**config.mk**
```make
export PLATFORM = sky130hd
export DESIGN_NAME = bitrev_frame_reader
export DESIGN_NICKNAME = d
export VERILOG_FILES = /design/src/rtl/fft_pkg.sv /design/src/rtl/fft_index_map.sv /design/src/rtl/bitrev_frame_reader.sv
export SDC_FILE = /design/constraint.sdc
export NUM_CORES = 2
export LEC_CHECK = 0
export ABC_AREA = 1
export CORE_AREA = 2 2 407 409
export CTS_BUF_LIST = sky130_fd_sc_hd__clkbuf_8
export DETAILED_ROUTE_END_ITERATION = 8
export DIE_AREA = 0 0 409 411
export PLACE_DENSITY = 0.6
export SLEW_MARGIN = 20
export SYNTH_ARGS = -nofsm -noshare
export SYNTH_HDL_FRONTEND = slang
export SYNTH_SLANG_ARGS = --single-unit
```
**constraint.sdc**
```tcl
create_clock -name clk -period 3.45 [get_ports clk]
set_input_delay 0.5175 -clock clk [delete_from_list [all_inputs] [get_ports clk]]
set_output_delay 0.5175 -clock clk [all_outputs]
set_load 0.01 [all_outputs]
```
**src/rtl/fft_pkg.sv**
```systemverilog
// fft_pkg: shared frame-reader constants, sample/frame types and reader state enum
package fft_pkg;
    localparam int N_PTS    = 128;
    localparam int LOG2_N   = 7;
    localparam int SAMPLE_W = 8;
    typedef logic [SAMPLE_W-1:0] sample_t;
    typedef sample_t [N_PTS-1:0] frame_t;
    typedef logic [LOG2_N-1:0]   idx_t;
    typedef enum logic [1:0] {IDLE, STREAM, DONE} rd_state_t;
endpackage

```
**src/rtl/fft_index_map.sv**
```systemverilog
// fft_index_map: beat index to time index; bit-reversed when BITREV_ORDER_EN is defined, identity otherwise
module fft_index_map
    import fft_pkg::*;
(
    input  logic [LOG2_N-1:0] k_i,
    output logic [LOG2_N-1:0] n_o
);
`ifdef BITREV_ORDER_EN
    for (genvar i = 0; i < LOG2_N; i++) begin : g_rev
        assign n_o[i] = k_i[LOG2_N-1-i];
    end
`else
    assign n_o = k_i;
`endif
endmodule

```
**src/rtl/bitrev_frame_reader.sv**
```systemverilog
// bitrev_frame_reader: snapshots a full 128-sample frame and streams it to the FFT core (order set by BITREV_ORDER_EN)
module bitrev_frame_reader
    import fft_pkg::*;
(
    input  logic             clk,
    input  logic             n_rst,
    input  logic             shift_in,
    input  logic [127:0][7:0] frame_in,
    output logic [7:0]       out_data,
    output logic [6:0]       out_idx,
    output logic             out_valid,
    input  logic             out_ready,
    output logic             out_last,
    output logic             frame_done,
    output logic             busy,
    output logic             overrun,
    input  logic             clr_ovr
);
    localparam logic [7:0] FILL_FULL = 8'(N_PTS);
    localparam idx_t       K_LAST    = idx_t'(N_PTS - 1);

    rd_state_t  state_q;
    logic [7:0] fill_q, fill_d;
    idx_t       k_q, map_n;
    frame_t     snap_q;
    logic       out_valid_q, out_last_q, frame_done_q, busy_q, overrun_q;
    logic       full, capture, beat;

    assign full    = fill_q == FILL_FULL;
    assign capture = state_q == IDLE && full;
    assign beat    = out_valid_q && out_ready;

    // Capture restarts the count, keeping a sample that lands on the capture edge
    always_comb begin
        fill_d = capture ? {7'd0, shift_in} : (shift_in && !full) ? fill_q + 8'd1 : fill_q;
    end

    // Fill counter of samples loaded since the last capture
    always_ff @(posedge clk or negedge n_rst) begin
        if (!n_rst) fill_q <= '0;
        else        fill_q <= fill_d;
    end

    // Frame snapshot, frozen for the whole stream
    always_ff @(posedge clk or negedge n_rst) begin
        if (!n_rst)       snap_q <= '0;
        else if (capture) snap_q <= frame_in;
    end

    // Sticky overrun: a full buffer keeps loading while the previous frame is still busy
    always_ff @(posedge clk or negedge n_rst) begin
        if (!n_rst) overrun_q <= 1'b0;
        else        overrun_q <= (shift_in && full && state_q != IDLE) || (overrun_q && !clr_ovr);
    end

    // Reader FSM with registered handshake/status outputs
    always_ff @(posedge clk or negedge n_rst) begin
        if (!n_rst) begin
            state_q      <= IDLE;
            k_q          <= '0;
            out_valid_q  <= 1'b0;
            out_last_q   <= 1'b0;
            frame_done_q <= 1'b0;
            busy_q       <= 1'b0;
        end else begin
            frame_done_q <= 1'b0;
            case (state_q)
                IDLE: if (capture) begin
                    state_q     <= STREAM;
                    k_q         <= '0;
                    out_valid_q <= 1'b1;
                    out_last_q  <= 1'b0;
                    busy_q      <= 1'b1;
                end
                STREAM: if (beat) begin
                    k_q <= k_q + idx_t'(1);
                    if (k_q == K_LAST) begin
                        state_q      <= DONE;
                        out_valid_q  <= 1'b0;
                        out_last_q   <= 1'b0;
                        frame_done_q <= 1'b1;
                    end else begin
                        out_last_q <= k_q == K_LAST - idx_t'(1);
                    end
                end
                DONE: begin
                    state_q <= IDLE;
                    busy_q  <= 1'b0;
                end
                default: state_q <= IDLE;
            endcase
        end
    end

    fft_index_map u_map (
        .k_i (k_q),
        .n_o (map_n)
    );

    // Entry 127 holds time 0, so the time index is mirrored into the buffer index
    assign out_data   = snap_q[K_LAST - map_n];
    assign out_idx    = k_q;
    assign out_valid  = out_valid_q;
    assign out_last   = out_last_q;
    assign frame_done = frame_done_q;
    assign busy       = busy_q;
    assign overrun    = overrun_q;
endmodule

```
==> flow_summary.yaml <==
run_status:
  status: "finished with violations"
  violations: "setup timing"
worst_setup_path:
  start_kind: "flop"
  path_delay_family: "buffers and inverters"
  worstPathRequired_ns: 2.93
  worstSetupEndpointType: "primary output"
  r2r-end: "snap_q[624]$_DFFE_PN0P_"
  crit_path_max_incr_delay_ns: 0.53
  crit_slowest_cell: "dfrtp_4"
  worst-path-buf-inv: 7
  r2r_start: "fill_q[0]$_DFFE_PN0P_"
  crit_fanout: 7
  crit_arrival_ns: 3.30
  crit_type: "reg -> out"
  r2r_setup_slack_ns: 0.64
  worstPathCellList: "buf_12, buf_16, buf_16, buf_12, nand2_2, nand3_2, nand3_2, nand2_2, nor2_4, nor2_2, nor2_2, buf_6, nor2_4, nor2_4, buf_6, buf_6"
  r2r_cells: 9
cts:
  clock_sinks: 1046
  cts_inserted_buffers: 184
  clk_pin_slew_ns: 0.06
  htree_levels: 4
  insertion_delay_ns: 0.91
  cts_root_buffer: "clkbuf_8"
  cts_buffer_depth: 3
  cts_tree: "done"
synthesis:
  synth_cell_types: 28
  netlist.area_leader.share_pct: 51.8
  synthesis.area_um2: 50600
  ys_warn_count: 0
  avgSynthCellArea_um2: 7.20
  seq_area_frac_synth_pct: 51.8
  synth-seq-cells: 1046
  synth_top_area_cell: "dfrtp_1"
  syn_inst: 7021
  synth_nets: 8054
  synthTopCellsByArea: "dfrtp_1, nand2_1, o21ai_0"
timing:
  max_freq_mhz: 262
  hold_violations: 0
  slew_headroom_pct: 24.6
  finalCriticalPeriod_ns: 3.82
  setup_violations: 8
  fin_ws_ns: -0.366
  fin_skew_ns: 0.0481
  worst_pin_slew_ns: 1.13
  maxSlewViolCount: 0
  fin_crit_sh_pct: 111
  setup_tns_ns: -2.59
  grt_setup_unrepaired: "true"
global_route:
  grt_start_max_net_pins: 184
  antenna_found_initial: 67
  grt_pass1_vias: 50576
  grt_overflow: 0
  track_usage_pct: 27.9
  grt_pass1_wl_um: 343000
layout:
  fillCellCount: 16474
  area_delta_synth_final_pct: 41.6
  layout_commonest_cell: "nand2_1"
  multiInputGateArea_um2: 21700
  drive_above_1_share_pct: 10.9
  final_cell_mix: "nand2_1, dfrtp_1, clkdlybuf4s50_1, o21ai_0, inv_1"
  fin_util_pct: 43.7
  register_area_um2: 26200
  layout.nets: 9185
  fin_area_um2: 71600
floorplanning:
  die-area_um2: 168000
  die-width_um: 409
  dieHeight_um: 411
  rows: 149
  pin_count: 1049
  core_area_um2: 164000
  initial_core_util_pct: 30.9
placed_design:
  pre_cts_slack_ns: -0.656
  dp_hpwl_um: 176000
  place_area_um2: 64700
  gp_congestion: 0.925
  portBuffers: 1048
routing:
  first_iter_violations: 4864
  drt-pass1-iter-count: 8
  route.detailed.drc: 0
  wl_per_cell_um: 23.0
  vias: 50963
  wirelength_um: 242000
  antenna_left: 0
  vias_per_cell: 4.84
worst_hold_path:
  holdCritStartpoint: "frame_in[365]"
  hp-class: "in -> reg"
  min_path_cells: 3
  min_to: "snap_q[365]$_DFFE_PN0P_"
power_and_ir_drop:
  vdd_drop_max_uv: 502
  p_per_area_nw_per_um2: 597
  power_uw: 42700
  p_leak_uw: 0.0329
flow_run:
  drv_cap: 0
## flip-flops by register name, indices dropped and copies added (netlist names)
name,count
busy,1
fill_q,8
frame_done,1
out_idx,7
out_last,1
out_valid,1
overrun,1
snap_q,1024
state_q,2
## Yosys cell counts
library cell / n
a21oi_1: 22
a31oi_1: 1
and3_1: 2
buf_1: 16
buf_2: 239
buf_4: 19
buf_6: 5
clkbuf_1: 160
clkinv_1: 3
dfrtp_1: 1046
ha_1: 4
inv_1: 524
inv_2: 6
nand2_1: 3182
nand2_2: 1
nand3_1: 433
nand4_1: 3
nor2_1: 665
nor2_2: 1
nor3_1: 8
nor4_1: 3
o211ai_1: 13
o21ai_0: 635
o21ai_1: 21
o21ai_2: 1
o22ai_1: 2
or3_1: 1
xor2_1: 5
## layout make-up
| type | count | area share (%) |
|---|---|---|
| flip-flops and latches | 1046 | 36.6 |
| multi-input cells | 5003 | 30.3 |
| clock buffers | 227 | 4.36 |
| inverters | 533 | 2.87 |
| repair buffers | 1380 | 21.0 |
| clock inverters | 100 | 0.841 |
| diodes | 41 | 0.143 |
| well taps | 2189 | 3.83 |
| repair inverters | 4 | 0.0699 |
## worst register-to-register path, cell delays in order, from the launching register on
cell     delay, ns
dfrtp_1       0.34
inv_1         0.08
ha_1          0.20
nand4_1       0.10
nor2_2        0.10
nand2_8       0.10
buf_4         0.63
buf_4         0.89
nand2_1       0.19
nand2_1       0.11
## cells by family (layout without fill, tap and decap cells)
logic type      after synthesis  after routing  synth area share, %
flops                      1046           1046                 51.8
simple gates               4299           4299                 33.1
buf+inv                     972           2244                 8.02
compound gates              695            695                 6.96
other cells                   0             41                    0
fa+ha+maj                     4              4               0.0990
xor+xnor                      5              5               0.0866
## worst max path at each step
stage	cells after the start	start	to
2_1_floorplan	11	out_idx[1]$_DFFE_PN0P_	out_data[3]
3_3_place_gp	13	out_idx[0]$_DFFE_PN0P_	out_data[4]
3_5_place_dp	13	out_idx[0]$_DFFE_PN0P_	out_data[4]
4_1_cts	16	out_idx[0]$_DFFE_PN0P_	out_data[3]
5_1_grt	16	out_idx[0]$_DFFE_PN0P_	out_data[3]
6_report	16	out_idx[0]$_DFFE_PN0P_	out_data[3]
## power breakdown
| part | internal [uW] | total, uW | switching (uW) |
|---|---|---|---|
| Combinational | 7070 | 18500 | 11400 |
| Clock | 6190 | 11800 | 5580 |
| Sequential | 12400 | 12500 | 106 |
## timing repair
action                                  in CTS  in global routing
gates cloned                                26                 10
buffers inserted                            39                 15
hold endpoints to repair                   126                  0
endpoints found under the setup margin       8                  8
hold buffers                                 1                  0
pin swaps                                   85                 99
resized for setup                          331                184
## per-stage QoR
step / hold slack, ns / std cells
finish: 0.124 / 10523
global route: 0.0807 / 10512
CTS: 0.0304 / 10465
detailed placement: 0.460 / 10081
global placement: 0.457 / 10081
floorplan: 0.222 / 7021
## metal layers
layer	global-route usage [%]	wire (um)	vias to the layer above
met5	0	218	-
met4	14.5	12500	32
met3	5.59	16700	486
met2	45.4	114000	2168
met1	35.1	98500	24446
li1	-	-	23831
Power figures use the tool's default switching activity.
